===== src/rtl/runway_pkg.sv =====
// runway_pkg: shared types for the runway-lights datapath.
//   wind_t       - legal wind codes seen by the light sequencer
//   WIND_ILLEGAL - the switch combination that is never forwarded
//   deb_state_t  - debounce controller states
//   is_legal()   - true for any code the sequencer may receive
package runway_pkg;

    typedef enum logic [1:0] {
        CALM = 2'b00,
        RTOL = 2'b01,
        LTOR = 2'b10
    } wind_t;

    localparam logic [1:0] WIND_ILLEGAL = 2'b11;

    typedef enum logic {
        STEADY = 1'b0,
        SETTLE = 1'b1
    } deb_state_t;

    function automatic logic is_legal(input logic [1:0] code);
        return code != WIND_ILLEGAL;
    endfunction

endpackage


===== src/rtl/sync_2ff.sv =====
// sync_2ff: per-bit two-flop synchroniser for signals arriving asynchronously
// to clk. Only the second stage is meant to be consumed.
// Ports:
//   clk   - destination clock
//   reset - asynchronous active-low reset, both stages clear to 0
//   d     - asynchronous input bits
//   q     - synchronised output bits (two clk edges of latency)
module sync_2ff #(
    parameter int WIDTH = 2
) (
    input  logic             clk,
    input  logic             reset,
    input  logic [WIDTH-1:0] d,
    output logic [WIDTH-1:0] q
);

    for (genvar gi = 0; gi < WIDTH; gi++) begin : g_bit
        logic s1_reg;
        logic s2_reg;

        always_ff @(posedge clk or negedge reset) begin
            if (!reset) begin
                s1_reg <= 1'b0;
                s2_reg <= 1'b0;
            end else begin
                s1_reg <= d[gi];
                s2_reg <= s1_reg;
            end
        end

        assign q[gi] = s2_reg;
    end

endmodule


===== src/rtl/wind_input_conditioner.sv =====
// wind_input_conditioner: turns the two raw wind-direction switches into a
// clean, legal wind code for the runway light sequencer. The switches are
// synchronised, debounced (STABLE_CYCLES consecutive cycles), and the illegal
// code 11 is never forwarded; instead it raises fault.
// Ports:
//   clk       - system clock, rising edge
//   reset     - asynchronous active-low reset (release synchronous to clk)
//   sw_raw    - raw switches; bit0 = right-to-left, bit1 = left-to-right
//   w         - accepted wind code (CALM/RTOL/LTOR, never 11)
//   w_changed - one-cycle pulse in the cycle w takes a new value
//   fault     - high while the debounced input is stable at 11
// Build option: define WIND_HOLDOFF_EN to enforce a minimum dwell of
// HOLD_CYCLES after every change of w before another change is taken.
module wind_input_conditioner
    import runway_pkg::*;
#(
    parameter int STABLE_CYCLES = 4,
    parameter int HOLD_CYCLES   = 8
) (
    input  logic       clk,
    input  logic       reset,
    input  logic [1:0] sw_raw,
    output logic [1:0] w,
    output logic       w_changed,
    output logic       fault
);

    localparam int               CNT_W    = $clog2(STABLE_CYCLES + 1);
    localparam logic [CNT_W-1:0] CNT_LAST = CNT_W'(STABLE_CYCLES - 1);

    logic [1:0]       s2;
    deb_state_t       state_reg, state_next;
    logic [1:0]       cand_reg, cand_next;
    logic [CNT_W-1:0] cnt_reg, cnt_next;
    wind_t            w_reg, w_next;
    logic             w_changed_reg, w_changed_next;
    logic             fault_reg, fault_next;
    logic             hold_busy;

    sync_2ff #(
        .WIDTH(2)
    ) u_sync (
        .clk   (clk),
        .reset (reset),
        .d     (sw_raw),
        .q     (s2)
    );

    always_ff @(posedge clk or negedge reset) begin
        if (!reset) begin
            state_reg     <= STEADY;
            cand_reg      <= 2'b00;
            cnt_reg       <= '0;
            w_reg         <= CALM;
            w_changed_reg <= 1'b0;
            fault_reg     <= 1'b0;
        end else begin
            state_reg     <= state_next;
            cand_reg      <= cand_next;
            cnt_reg       <= cnt_next;
            w_reg         <= w_next;
            w_changed_reg <= w_changed_next;
            fault_reg     <= fault_next;
        end
    end

    always_comb begin
        state_next     = state_reg;
        cand_next      = cand_reg;
        cnt_next       = cnt_reg;
        w_next         = w_reg;
        w_changed_next = 1'b0;
        fault_next     = fault_reg;

        // Any movement of the synchronised input restarts the stability window.
        if (s2 != cand_reg) begin
            cand_next  = s2;
            cnt_next   = '0;
            state_next = SETTLE;
        end else begin
            case (state_reg)
                STEADY: begin
                end
                SETTLE: begin
                    if (cnt_reg < CNT_LAST) begin
                        cnt_next = cnt_reg + CNT_W'(1);
                    end else begin
                        state_next = STEADY;
                        if (!is_legal(cand_reg)) begin
                            // w keeps its last legal value.
                            fault_next = 1'b1;
                        end else if (cand_reg == w_reg) begin
                            fault_next = 1'b0;
                        end else if (hold_busy) begin
                            // Dwell not over: park in SETTLE with the count
                            // saturated so the change lands as soon as it ends.
                            state_next = SETTLE;
                        end else begin
                            w_next         = wind_t'(cand_reg);
                            w_changed_next = 1'b1;
                            fault_next     = 1'b0;
                        end
                    end
                end
                default: state_next = STEADY;
            endcase
        end
    end

`ifdef WIND_HOLDOFF_EN
    localparam int                HOLD_W    = $clog2(HOLD_CYCLES + 1);
    localparam logic [HOLD_W-1:0] HOLD_LOAD = HOLD_W'(HOLD_CYCLES - 1);

    logic [HOLD_W-1:0] hold_reg;

    always_ff @(posedge clk or negedge reset) begin
        if (!reset) begin
            hold_reg <= '0;
        end else if (w_changed_next) begin
            hold_reg <= HOLD_LOAD;
        end else if (hold_reg != '0) begin
            hold_reg <= hold_reg - HOLD_W'(1);
        end
    end

    assign hold_busy = (hold_reg != '0);
`else
    // No dwell counter in this build; HOLD_CYCLES only shapes it when enabled,
    // so it is merely referenced here.
    if (HOLD_CYCLES < 1) begin : g_hold_absent
    end

    assign hold_busy = 1'b0;
`endif

    assign w         = w_reg;
    assign w_changed = w_changed_reg;
    assign fault     = fault_reg;

endmodule


===== config.mk =====
export PLATFORM = sky130hd
export DESIGN_NAME = wind_input_conditioner
export DESIGN_NICKNAME = d
export VERILOG_FILES = /design/src/rtl/runway_pkg.sv /design/src/rtl/sync_2ff.sv /design/src/rtl/wind_input_conditioner.sv
export SDC_FILE = /design/constraint.sdc
export NUM_CORES = 1
export LEC_CHECK = 0
export CAP_MARGIN = 20
export CORE_MARGIN = 5
export CORE_UTILIZATION = 35
export CTS_CLUSTER_SIZE = 25
export DETAILED_ROUTE_END_ITERATION = 10
export DONT_BUFFER_PORTS = 1
export PLACE_DENSITY = 0.5
export SLEW_MARGIN = 25
export SYNTH_ARGS = -nofsm -noshare
export SYNTH_HDL_FRONTEND = slang
export SYNTH_SLANG_ARGS = --single-unit

===== constraint.sdc =====
create_clock -name clk -period 1.59 [get_ports clk]
set_clock_uncertainty 0.15 [all_clocks]
set_input_delay 0.318 -clock clk [delete_from_list [all_inputs] [get_ports clk]]
set_output_delay 0.318 -clock clk [all_outputs]
set_load 0.01 [all_outputs]

* Word-level counts from Yosys, hierarchy flattened
Index checks and enable logic that the tools add are counted.
** Storage, ports and cells
- Bits in registers :: 14
- Latch bits :: 0
- Bits in writable memories :: 0
- Memory bits (read-only) :: 0
- Output and inout bits :: 4
- Memories :: 0
** Cells by class
- Add/subtract/negate cells :: 1
- Multiply operators :: 0
- Div/mod/pow operators :: 0
- Order comparisons :: 1
- Equality and inequality tests :: 3
- Shifts and indexed selects :: 0
- Muxes and demuxes :: 12
- Bitwise gates (word level) :: 3
- Reductions and logical operators :: 5
** Operator list (number)
- two-way mux 1 bit :: 9
- two-way mux 3 bit :: 3
- AND reduction 5 bit :: 1
- nonzero test 2 bit :: 2
- adder 3 x 1 -> 3 bit, second input constant :: 1
- less-than comparator 3 x 2 -> 1 bit, second input constant :: 1
- inverter 1 bit :: 3
- AND reduction 3 bit :: 1
- equality test 2 bit :: 1
- != test 2 bit :: 1
- != test 2 bit, second input constant :: 1
- AND reduction 2 bit :: 1

* Logic depth before layout (Yosys ltp)
- Word-level depth :: 6
- Depth in mapped cells :: 3
- Gate-level depth less buffers :: 3

* Cells and area by module
Synthesis repeated with hierarchy kept, for this count alone.
** Unflattened totals
- Cells, all modules :: 50
- Area total of the unflattened synthesis :: 594.3 sq um
** By module, submodules not included
- wind_input_conditioner :: times used 1, cells an instance 44, area an instance 479.2 sq um
- sync_2ff :: times used 1, cells an instance 6, area an instance 115.1 sq um

* Worst setup path before layout
OpenSTA, ideal clock, no wires.
- Path type :: reg-to-reg
- Start point :: register cand_reg[0]
- End point :: register w_reg[0], in the netlist w[0]
- Arrival time :: 1.012 ns
- Data required time :: 1.319 ns
- Setup slack :: 0.307 ns
- Cell stages (with the launch flop) :: 4
- Period minus slack after synthesis :: 1.283 ns
- Cells stage by stage :: dfrtp_1 -> xnor2_2 -> nand4_1 -> o22a_1
** Between the ends
- Longest elaborated chain between the ends :: 3
- Elaborated cells between the ends (all ways) :: 6
- Those cells by class :: 3 x eq/ne; 2 x bitwise; 1 x reduce/logical
** RTL lines
- start, declared :: line wind_input_conditioner.sv:33 : logic [1:0] cand_reg, cand_next;
- start signal, assigned :: line wind_input_conditioner.sv:59 : cand_reg <= cand_next;
- equality test 2 bit / != test 2 bit (equally long branches) :: line wind_input_conditioner.sv:92, wind_input_conditioner.sv:76
- inverter 1 bit (no source line)
- AND reduction 5 bit (no source line)
- end signal, assigned :: line wind_input_conditioner.sv:61 : w_reg <= w_next;
- end, declared :: line wind_input_conditioner.sv:35 : wind_t w_reg, w_next;
Several ways; a longest one is shown, not always the timed one.
A chain may end at the register's enable or synchronous reset.

* Worst setup path in the final report
Ends and elaborated chain as after synthesis.

==> impl_metrics.toml <==
[power_and_ir_drop]
power.total_mw = 0.6762
p_per_area_nw_per_um2 = 1049
p_leak_nw = 0.3058
ir_worst_vdd_mv = 0.5392

[layout]
multi_input_area_um2 = 217.7
largest_reg_flops = 3
layout-drive-gt1-share_pct = 11.54
fill_cells = 156
fin_cells = 68
final_nets = 59
antenna_cells = 0
seq_area_um2 = 350.3
area_growth_pct = 11.23

[floorplan]
fp.dieH_um = 50.69
start_util_pct = 37.58
die-width_um = 50.69
design.core.area_um2 = 1541
core.rowCount = 14
dieArea_um2 = 2569
ios = 8

[place]
gp_congestion = 0.8307
dpl.hpwl_um = 710.7
io_buffers = 0
dp_cells = 62

[global_route]
grt_pass1_vias = 366
grt_start_max_net_pins = 15
antenna_found_initial = 0
grt_util_all_layers_pct = 8.242
grt_overflow = 0
grt_pass1_wl_mm = 1.573

[clock_network]
cts_max_path_buffers = 2
cts-root-buf = "clkbuf_4"
clkLatencyLatePin_ps = 270
cts_buffers = 3
clock_sinks = 14
cts_tree = "built"
cts_setup_buffers = 0
htreeDepth = 1
path_clk_slew_ps = 70

[setup_path]
critPathCaptureType = "flop"
r2r-end = "w[0]"
max_stage_delay_ps = 450
crit_type = "reg -> reg"
cp_cell_sequence = "xnor2_2 > nand4_1 > o22a_1"
r2r_setup_slack_ps = 160
r2r_start = "cand_reg[0]"
crit_fanout = 6
critPathLaunch = "cand_reg[0]"
startpoint_type = "flop"
worstPathArrival_ps = 1440
cp_slowest_cell = "dfrtp_1"
worstRegToRegCells = 3
critPathBufInv = 0
cp.required_ps = 1590
cp_top_family = "flip-flops"

[timing]
slew_headroom_pct = 59.40
hold_viol = 0
clock.fmax_mhz = 698.4
setup_viol = 0
drv_slew = 0
min_period_over_period_pct = 90.05
worst_pin_slew_ps = 606.9
setup_tns_ps = 0
post-route-min-period_ps = 1432
rsz0062_at_grt = "no"

[detailed_routing]
vias_per_cell = 5.206
drtPass1Iterations = 2
via_count = 354
drc = 0
detail-route-antenna-nets = 0
drt_iter0_markers = 18
totalWireLength_um = 916
wl_per_cell_um = 13.47

[synth]
yosysTopAreaCellShare_pct = 60.48
ys_ff_latch = 14
yosys_warnings = 0
syn_nets = 53
synthCells = 48
synth_area_um2 = 579.3
yosysSeqAreaShare_pct = 60.48
synth.avg_cell_area_um2 = 12.07
ys_top_cells_by_area = "dfrtp_1 60%, xnor2_2 5.6%, nor2b_1 4.3%"
synth_top_area_cell = "dfrtp_1"
ys_types = 21

[min_path]
whs_path_depth = 0
hp-start = "u_sync.g_bit[0].s1_reg"
hp-class = "reg -> reg"
min_to = "u_sync.g_bit[0].s2_reg"

[job]
drv_cap = 0

[outcome]
status = "finished clean"
[layout by cell type, fill, tap and decap left out]
cell	instances
nor2b_1	4
and4_4	1
a31oi_1	1
and2b_1	1
a21oi_1	2
dfrtp_1	14
dlygate4sd3_1	3
nand4_1	1
o21ai_0	1
a41oi_1	1
a211oi_1	1
inv_1	1
a21o_1	2
nor2_1	4
o22a_1	1
ha_1	1
o21bai_1	2
nand2b_1	1
nand2_1	4
mux2i_1	1
clkbuf_4	3
xnor2_2	2
[where the power goes]
| group | internal [mW] | leakage [nW] | switching [mW] |
|---|---|---|---|
| Clock | 0.0876 | 0.0138 | 0.102 |
| Sequential | 0.382 | 0.175 | 0.0382 |
| Combinational | 0.0333 | 0.117 | 0.0333 |
[metal layers]
layer	global-route usage, %	vias up	part of all wire (%)
li1	-	173	-
met1	10.09	171	43
met4	4.681	0	0
met5	0	-	0
met3	4.142	0	7.8
met2	11.57	10	49
[per-stage QoR]
step | utilization (%) | hold WS, ps | setup WS (ps) | instance area (um2)
6_report | 41.80 | 212.4 | 158.1 | 644.4
5_1_grt | 41.80 | 219.2 | 101.0 | 644.4
4_1_cts | 41.80 | 215.4 | 169.6 | 644.4
3_5_place_dp | 38.39 | -127.1 | 187.5 | 591.8
3_3_place_gp | 38.39 | -127.2 | 243.7 | 591.8
2_1_floorplan | - | -127.6 | 307.0 | 579.3
[cell type report]
| type | count | share of cell area, % |
|---|---|---|
| multi-input cells | 31 | 33.79 |
| well taps | 16 | 3.107 |
| clock buffers | 3 | 3.495 |
| repair buffers | 3 | 4.660 |
| inverters | 1 | 0.5825 |
| flip-flops and latches | 14 | 54.37 |
[kinds of logic after synthesis]
logic type | after synthesis | synth area share, %
simple gates | 16 | 14.90
flops | 14 | 60.48
compound gates | 11 | 13.17
buf+inv | 3 | 1.944
xor+xnor | 2 | 5.615
mux | 1 | 1.728
fa+ha+maj | 1 | 2.159
[cells in the mapped netlist]
cell type  instances
inv_1              1
nand2b_1           1
ha_1               1
a21oi_1            2
nor2b_1            4
mux2i_1            1
xnor2_2            2
a31oi_1            1
nor2_1             4
o22a_1             1
dfrtp_1           14
a211oi_1           1
clkbuf_1           2
nand4_1            1
nand2_1            4
and2b_1            1
o21ai_0            1
o21bai_1           2
and4_4             1
a41oi_1            1
a21o_1             2
[repair_timing]
item / in CTS / in global routing
hold buffers: 3 / 0
gates resized for setup: 0 / 0
endpoints found under the setup margin: 0 / 0
endpoints found under the hold margin: 16 / 0
[how the worst max path moves through the flow]
stage / end / slack, ps / cells past startpoint
2_1_floorplan: w[0] / 310 / 3
3_3_place_gp: w[0] / 240 / 3
3_5_place_dp: w[0] / 190 / 3
4_1_cts: w[0] / 170 / 3
5_1_grt: w[0] / 100 / 3
6_report: w[0] / 160 / 3
Power figures use the tool's default switching activity.
